<file path="src/rtl/mem_arbiter.sv">
// Purpose : lets the instruction-fetch port and the data port share one single-ported
//           32-bit memory. Data wins ties; after MAX_D_STREAK data grants in a row
//           with a fetch waiting, the fetch is forced through. A watchdog aborts
//           accesses the memory never acknowledges.
// Latency : request sampled in IDLE -> mem_req next cycle. mem_ack -> ready pulse next
//           cycle -> IDLE the cycle after. Best case is 2 cycles from request to ready.
// Backpres: a requester holds req until its one-cycle ready pulse (stall = req & ~ready).
//           mem_req is held until mem_ack or a watchdog abort.
// Ports   : clock/reset (sync, active-high); i_req/i_addr -> i_rdata/i_ready (fetch);
//           d_req/d_we/d_addr/d_wdata -> d_rdata/d_ready (data); err pulses with a ready
//           when that access timed out; mem_req/mem_we/mem_addr/mem_wdata and
//           mem_rdata/mem_ack form the memory handshake.
module mem_arbiter #(
    parameter int TIMEOUT      = 16,
    parameter int MAX_D_STREAK = 4
) (
    input  logic        clock,
    input  logic        reset,
    input  logic        i_req,
    input  logic [31:0] i_addr,
    output logic [31:0] i_rdata,
    output logic        i_ready,
    input  logic        d_req,
    input  logic        d_we,
    input  logic [31:0] d_addr,
    input  logic [31:0] d_wdata,
    output logic [31:0] d_rdata,
    output logic        d_ready,
    output logic        err,
    output logic        mem_req,
    output logic        mem_we,
    output logic [31:0] mem_addr,
    output logic [31:0] mem_wdata,
    input  logic [31:0] mem_rdata,
    input  logic        mem_ack
);

    // The streak counter is at least 3 bits wide. The wait counter only has to reach
    // TIMEOUT-1, because the abort fires in the last permitted cycle of mem_req.
    localparam int SW = (MAX_D_STREAK < 8) ? 3 : $clog2(MAX_D_STREAK + 1);
    localparam int WW = (TIMEOUT < 3) ? 1 : $clog2(TIMEOUT);

    localparam logic [SW-1:0] STREAK_MAX = SW'(MAX_D_STREAK);
    localparam logic [WW-1:0] WAIT_LAST  = WW'((TIMEOUT > 0) ? TIMEOUT - 1 : 0);

    localparam logic [1:0] S_IDLE   = 2'd0;
    localparam logic [1:0] S_I_BUSY = 2'd1;
    localparam logic [1:0] S_D_BUSY = 2'd2;
    localparam logic [1:0] S_RESP   = 2'd3;

    logic [1:0]    r_state;
    logic [SW-1:0] r_streak;
    logic [WW-1:0] r_wait;
    logic          r_mem_req;
    logic          r_mem_we;
    logic [31:0]   r_mem_addr;
    logic [31:0]   r_mem_wdata;
    logic [31:0]   r_i_rdata;
    logic [31:0]   r_d_rdata;
    logic          r_i_ready;
    logic          r_d_ready;
    logic          r_err;

    logic w_grant_d;
    logic w_grant_i;
    logic w_is_i;
    logic w_timeout;

    // Data wins a tie unless it has already used up its streak while a fetch waited.
    assign w_grant_d = d_req && (!i_req || (r_streak != STREAK_MAX));
    assign w_grant_i = i_req && !w_grant_d;
    assign w_is_i    = (r_state == S_I_BUSY);
    // An ack in the final permitted cycle still completes the access normally.
    assign w_timeout = (TIMEOUT != 0) && !mem_ack && (r_wait == WAIT_LAST);

    always_ff @(posedge clock) begin
        if (reset) begin
            r_state     <= S_IDLE;
            r_streak    <= '0;
            r_wait      <= '0;
            r_mem_req   <= 1'b0;
            r_mem_we    <= 1'b0;
            r_mem_addr  <= '0;
            r_mem_wdata <= '0;
            r_i_rdata   <= '0;
            r_d_rdata   <= '0;
            r_i_ready   <= 1'b0;
            r_d_ready   <= 1'b0;
            r_err       <= 1'b0;
        end else begin
            // Ready and err are pulses: they are high only for the RESP cycle.
            r_i_ready <= 1'b0;
            r_d_ready <= 1'b0;
            r_err     <= 1'b0;
            case (r_state)
                S_IDLE: begin
                    if (w_grant_d) begin
                        r_state     <= S_D_BUSY;
                        r_mem_req   <= 1'b1;
                        r_mem_we    <= d_we;
                        r_mem_addr  <= d_addr;
                        r_mem_wdata <= d_wdata;
                        r_wait      <= '0;
                        // A data grant made with a fetch waiting counts toward the
                        // streak. It cannot overflow, because a full streak forces
                        // the fetch grant instead.
                        if (i_req) begin
                            r_streak <= r_streak + 1'b1;
                        end
                    end else if (w_grant_i) begin
                        r_state     <= S_I_BUSY;
                        r_mem_req   <= 1'b1;
                        r_mem_we    <= 1'b0;
                        r_mem_addr  <= i_addr;
                        r_mem_wdata <= '0;
                        r_wait      <= '0;
                        r_streak    <= '0;
                    end
                end
                S_I_BUSY, S_D_BUSY: begin
                    if (mem_ack) begin
                        r_mem_req <= 1'b0;
                        r_state   <= S_RESP;
                        r_i_ready <= w_is_i;
                        r_d_ready <= !w_is_i;
                        if (w_is_i) begin
                            r_i_rdata <= mem_rdata;
                        end else if (!r_mem_we) begin
                            r_d_rdata <= mem_rdata;
                        end
                    end else if (w_timeout) begin
                        r_mem_req <= 1'b0;
                        r_state   <= S_RESP;
                        r_i_ready <= w_is_i;
                        r_d_ready <= !w_is_i;
                        r_err     <= 1'b1;
                        if (w_is_i) begin
                            r_i_rdata <= '0;
                        end else begin
                            r_d_rdata <= '0;
                        end
                    end else begin
                        r_wait <= r_wait + 1'b1;
                    end
                end
                default: begin
                    r_state <= S_IDLE;
                end
            endcase
        end
    end

    assign i_rdata   = r_i_rdata;
    assign i_ready   = r_i_ready;
    assign d_rdata   = r_d_rdata;
    assign d_ready   = r_d_ready;
    assign err       = r_err;
    assign mem_req   = r_mem_req;
    assign mem_we    = r_mem_we;
    assign mem_addr  = r_mem_addr;
    assign mem_wdata = r_mem_wdata;

endmodule

</file>
<file path="config.mk">
export PLATFORM = sky130hd
export DESIGN_NAME = mem_arbiter
export DESIGN_NICKNAME = d
export VERILOG_FILES = /design/src/rtl/mem_arbiter.sv
export SDC_FILE = /design/constraint.sdc
export NUM_CORES = 1
export LEC_CHECK = 0
export CORE_MARGIN = 10
export CORE_UTILIZATION = 40
export DETAILED_ROUTE_END_ITERATION = 12
export PLACE_DENSITY = 0.77
export SYNTH_ARGS = -nofsm -noshare
export SYNTH_HDL_FRONTEND = slang
export SYNTH_SLANG_ARGS = --single-unit
export TNS_END_PERCENT = 20
</file>
<file path="constraint.sdc">
create_clock -name clock -period 2.2 [get_ports clock]
set_input_delay 0.44 -clock clock [delete_from_list [all_inputs] [get_ports clock]]
set_output_delay 0.44 -clock clock [all_outputs]
set_load 0.01 [all_outputs]
</file>
==> results.cfg, run 1 <==
[cells_and_area]
synthToLayoutAreaGrowth_pct = 61.8
multiInputGateArea_um2 = 2270
finish.net_count = 1009
antennaDiodeCount = 0
post_route_cells_drive_above_1_share_pct = 6.70
reg_area_um2 = 2840
final.fill_count = 1047

[grt]
grt_first_pass_wirelength_um = 30200
grtUsageTotal_pct = 20.1
vias_in_the_first_global_route = 5689
grt_max_degree = 83
grt_remaining_overflow = 0
initial_antenna_violation_count = 0

[place]
gpl.final_weighted_congestion = 0.809
place_hpwl_um = 14500
detailedPlace.worstSlack_ps = 126
port_buffers = 266

[clocking]
htreeDepth = 4
ctsRootBufferMaster = clkbuf_16
cts_buffer_depth = 2
cts.repair.resized = 0
holdBufCountCts = 0
clkSinkCount = 142
clk-insertion-delay-late_ps = 420
cts_buffers = 17
cts_setup_buffers = 0
worst_setup_hold_path_clk_slew_ps = 60
tritoncts = built

[drt]
drt-vias-per-instance = 5.36
final_wirelength_um = 19700
drtIter0Drc = 359
post_drt_wl_per_cell_um = 18.7
detail_route.drc_violations = 0
antenna_violating_nets_post_route = 0
drt_first_pass_iters = 6
dr_total_vias = 5666

[critical_path]
cp_data_arrival_time_ps = 2260
nature_of_the_critical_path_startpoint = register
critPathBufInv = 1
required_ps = 2500
critical_path.endpoint_type = register
crit_chain = inv_1 > ha_1 > nor2_1 > a211oi_2 > a31oi_1 > o21a_1
critPathSlowestCell = ha_1
worst_path_largest_cell_delay_ps = 600
crit_fanout = 12
critical_path.top_delay_family = compound AO/OA/AOI/OAI gates
worst-setup-path-type = reg -> reg

[pwr]
cellPowerDensity_nw_per_um2 = 1100
power.switching_mw = 2.97
cell_internal_pwr_mw = 6.79
switching_share_pct = 30.4
sequentialPowerShare_pct = 34.3
leakage_nw = 3.23
power.clock.fraction_pct = 33.2
finalPower_mw = 9.76
share_comb_of_total_power_pct = 32.5
ir_worst_vdd_uv = 629

[sta]
tightest_slew_ps = 574
timing.final.max_slew_violations = 0
worst_slew_margin_rel_pct = 61.7
final.setup_skew_ps = 9.50
finalWorstPathRequiredPeriod_ps = 1950
hold_violations = 0
timing.fmax_mhz = 513
grt_setup_unrepaired = no
totalNegativeSetupSlack_ps = 0
layout_setup_ws_ps = 249
worst_hold_slack_ps = 448
finalSetupViolations = 0
timing.final.crit_share_pct = 88.7

[synth]
seq_area_frac_synth_pct = 51.7
yosys.area.top_type = dfxtp_1
synthArstFlopShare_pct = 0
synth_nets = 768
synthCells = 628
ys.flop_type = dfxtp_1
synth_area_leaders = dfxtp_1, nand2_1, a21oi_1, a22o_1, a31oi_1
synth_top_cell_area_share_pct = 51.7
yosysMostFrequentCell = dfxtp_1
synth_cell_types = 40
syn-mean-instance-area_um2 = 8.76
synth.cells.most_frequent = dfxtp_1, nand2_1, a21oi_1, nand3_1
synth_edf_count = 0
postSynthRegisterBits = 142
netlist_area_um2 = 5500
synth_warnings = 0

[floorplan]
row_count = 42
initial_core_utilization_pct = 41.2
chipWidth_um = 137
die-height_um = 137
design.portCount = 267
core_box_area_um2 = 13300
floorplan.die_area_um2 = 18800

[min_path]
min_path_type = reg -> reg

[job]
max_cap_violations = 0

[outcome]
result_of_the_run = complete, no violations
## through the flow
stage	util (%)	cells	area, um^2
3_5_place_dp	61.7	1026	8230
3_3_place_gp	61.7	1026	8230
5_1_grt	66.7	1057	8900
4_1_cts	66.7	1057	8900
6_report	66.7	1057	8900
2_1_floorplan	-	628	5500
## worst reg2reg max path: cells and delay by family, from the launching register on
family          cells  cell delay [ps]
compound gates      3              650
fa+ha+maj           1              600
flops               1              380
simple gates        1              160
buf+inv             1               60
## final timing paths
kind               startpoint           to  slack [ps]  depth (start not counted)
setup / recovery   r_state[0]    r_wait[3]         250                          6
hold / removal    i_rdata[19]  i_rdata[19]         450                          2
hold reg to reg   i_rdata[19]  i_rdata[19]         450                          2
setup reg to reg   r_state[0]    r_wait[3]         250                          6
## final cells by class
cell class                      count  area share [%]
Timing Repair Buffer              283            32.1
Inverter                            9           0.436
Tap cell                          176            2.47
Multi-Input combinational cell    416            25.5
Clock inverter                     10            2.36
Sequential cell                   142            31.9
Clock buffer                       21            5.17
## flip-flops by register name, indices dropped and copies added, names as in the netlist, 2 cells and up
register and count:
i_rdata 32, mem_wdata 32, d_rdata 32, r_wait 4, mem_addr 32, r_streak 3
r_state 2
## cells in the final DEF (no fill, tap or decap), types with 6 or more instances in the layout
cell               n
nand3_1           39
ha_1               6
inv_1              8
dfxtp_1          142
a31oi_1           34
nand4_1           34
clkdlybuf4s50_1  265
buf_12             6
clkbuf_16         17
bufinv_16          6
nand2_1          135
buf_4             11
a21oi_1           71
o21ai_0           31
a22o_1            32
nor2_1             7
## kinds of logic (layout without fill, tap and decap cells)
family / after synthesis / count (layout) / share of synthesized area, %
adders and majority gates: 6 / 6 / 1.36
muxes: 2 / 2 / 0.387
buffers and inverters: 70 / 323 / 7.16
AOI/OAI and AO/OA: 182 / 182 / 20.6
DFF: 142 / 142 / 51.7
and+or+nand+nor: 226 / 226 / 18.8
## power groups by stage
stage               logic (mW)  clock network (mW)  registers, mW
CTS                       3.20                3.29           3.34
finish                    3.17                3.24           3.34
global placement          3.10                   0           3.36
global route              3.41                3.40           3.40
detailed placement        3.17                   0           3.39
floorplan                 1.36                   0           3.58
## metal layers
layer  GRT usage (%)  up-vias  routed length [um]
li1                -     2713                   -
met1            21.5     2678                7190
met2            34.8      245                9980
met3            8.63       30                2200
met4            7.08        0                 376
met5               0        -                   0
(Power assumes the default switching activity.)
==> run 2, diff against run 1 <==
Settings changed: CTS_CLUSTER_DIAMETER set to 50.
==> results of run 2 <==
Same layout as run 1: the final DEF is identical, and so are final timing and power.
==> run 3, diff against run 2 <==
Settings changed: CELL_PAD_IN_SITES_DETAIL_PLACEMENT set to 0, CELL_PAD_IN_SITES_GLOBAL_PLACEMENT set to 1, CORE_UTILIZATION 40 to 29, PLACE_DENSITY 0.77 to 0.79.
==> run 3 against run 2 <==
Effect of this change: clock skew increased by 2.3 ps; count of clock-buffer cells in the layout decreased by 4; critical path type is now reg -> out; critical path depth decreased by 5; sequential power about the same; via count decreased by 2.9%; cell area increased by 0.69%; fmax increased by 0.99%; routed wire length increased by 2.4%; worst setup slack improved by 19 ps; final cell count increased by 5.9%; hold slack about the same.
==> results.cfg, run 3 (synthesized netlist as in run 1, its figures left out) <==
[critical_path]
r2r_slack_ps = 400
nature_of_the_critical_path_startpoint = register
critPathBufInv = 1
launch_instance_of_the_worst_register_to_register_path = r_state[0]
number_of_cells_on_the_critical_path = 1
worst_r2r_path_depth = 6
worst-setup-path-type = reg -> out
cp_data_arrival_time_ps = 1490
required_ps = 1760
crit_chain = clkdlybuf4s50_1
worstReg2RegEnd = r_wait[1]
critPathSlowestCell = clkdlybuf4s50_1
crit_fanout = 4
worst_path_largest_cell_delay_ps = 640
critical_path.top_delay_family = buffers and inverters
critical_path.endpoint_type = output pin

[pwr]
share_comb_of_total_power_pct = 33.9
power.switching_mw = 3.16
switching_share_pct = 33.1
power.clock.fraction_pct = 31.1
ir_worst_vdd_uv = 523
cell_internal_pwr_mw = 6.38
cellPowerDensity_nw_per_um2 = 1060
sequentialPowerShare_pct = 35.0
finalPower_mw = 9.54
leakage_nw = 3.23

[grt]
grtUsageTotal_pct = 15.6
initial_antenna_violation_count = 0
grt_first_pass_wirelength_um = 30500
grt_remaining_overflow = 0
grt_max_degree = 53
vias_in_the_first_global_route = 5391

[drt]
post_drt_wl_per_cell_um = 18.1
drt-vias-per-instance = 4.92
drt_first_pass_iters = 4
dr_total_vias = 5501
antenna_violating_nets_post_route = 0
drtIter0Drc = 214
final_wirelength_um = 20200
detail_route.drc_violations = 0

[cells_and_area]
synthToLayoutAreaGrowth_pct = 62.9
final_design_area_no_fill_um2 = 8970
finish.net_count = 1012
antennaDiodeCount = 0
final.fill_count = 1799
post_route_cells_drive_above_1_share_pct = 7.34
mostFrequentLayoutCells = clkdlybuf4s50_1, dfxtp_1, nand2_1, a21oi_1, nand3_1
finalCoreUtilization_pct = 47.9
final_common_cell = clkdlybuf4s50_1

[sta]
worst_hold_slack_ps = 448
worst_slew_margin_rel_pct = 59.1
tightest_slew_ps = 614
timing.final.crit_share_pct = 87.8
grt_setup_unrepaired = no
hold_violations = 0
finalWorstPathRequiredPeriod_ps = 1930
timing.final.max_slew_violations = 0
final.setup_skew_ps = 11.8
finalSetupViolations = 0
totalNegativeSetupSlack_ps = 0
timing.fmax_mhz = 518

[clocking]
worst_setup_hold_path_clk_slew_ps = 60
htreeDepth = 4
cts_setup_buffers = 0
cts_buffers = 17
cts.repair.resized = 0
tritoncts = built
ctsRootBufferMaster = clkbuf_16
holdBufCountCts = 0
cts_buffer_depth = 2
clk-insertion-delay-late_ps = 430
clkSinkCount = 142

[min_path]
min_path_cells = 2
hold_path_startpoint = i_rdata[23]
timing.hold.worst_endpoint = i_rdata[23]
min_path_type = reg -> reg

[floorplan]
chipWidth_um = 158
die-height_um = 158
core_box_area_um2 = 18700
row_count = 50
initial_core_utilization_pct = 29.4
design.portCount = 267
floorplan.die_area_um2 = 24900

[outcome]
result_of_the_run = complete, no violations

[place]
port_buffers = 266
place_hpwl_um = 14800
post_dp_cell_area_um2 = 8370
gpl.final_weighted_congestion = 0.767

[job]
max_cap_violations = 0
-- run 3: cell count changes in the layout (fill, tap and decap cells not counted) --
cell	change
clkbuf_1	-2
clkinv_4	+1
inv_8	+2
bufinv_16	-4
inv_6	+6
clkbuf_8	-2
buf_12	+3
-- run 3: how the worst max path moves through the flow --
stage               startpoint            to
detailed placement       i_req  mem_addr[27]
floorplan           r_state[0]   d_rdata[10]
finish                  mem_we        mem_we
global route            mem_we        mem_we
CTS                     mem_we        mem_we
global placement         i_req  mem_addr[28]
-- run 3: layer usage --
metal,routed length (um),track usage (%)
met5,0,0
met3,2160,7.49
met1,8500,18.1
met2,9380,24.6
met4,172,5.25
-- run 3: worst reg2reg max path: stages (launching register included) --
cell and delay, ps:
dfxtp_1 380, inv_1 60, ha_1 410, buf_4 220, a211oi_2 320, mux2i_1 220
nor2_1 50
-- run 3: area by class of cell --
class	instances	area, um^2	area share, %
sequential	142	2840	31.7
timing repair buffer	286	2920	32.6
tap	234	293	3.27
clock inverter	15	174	1.94
clock buffer	17	425	4.74
inverter	9	38.8	0.433
multi-input combinational	416	2270	25.3
-- run 3: power by group through the flow --
stage | clock, mW | combinational, mW | sequential [mW]
floorplan | 0 | 1.36 | 3.58
global placement | 0 | 3.27 | 3.37
detailed placement | 0 | 3.26 | 3.38
CTS | 3.04 | 3.27 | 3.34
global route | 3.13 | 3.52 | 3.40
finish | 2.97 | 3.23 | 3.34
-- run 3: metrics by stage --
stage	instances	worst slack, ps
floorplan	628	583
global placement	1087	172
detailed placement	1087	123
CTS	1119	206
global route	1119	191
finish	1119	268
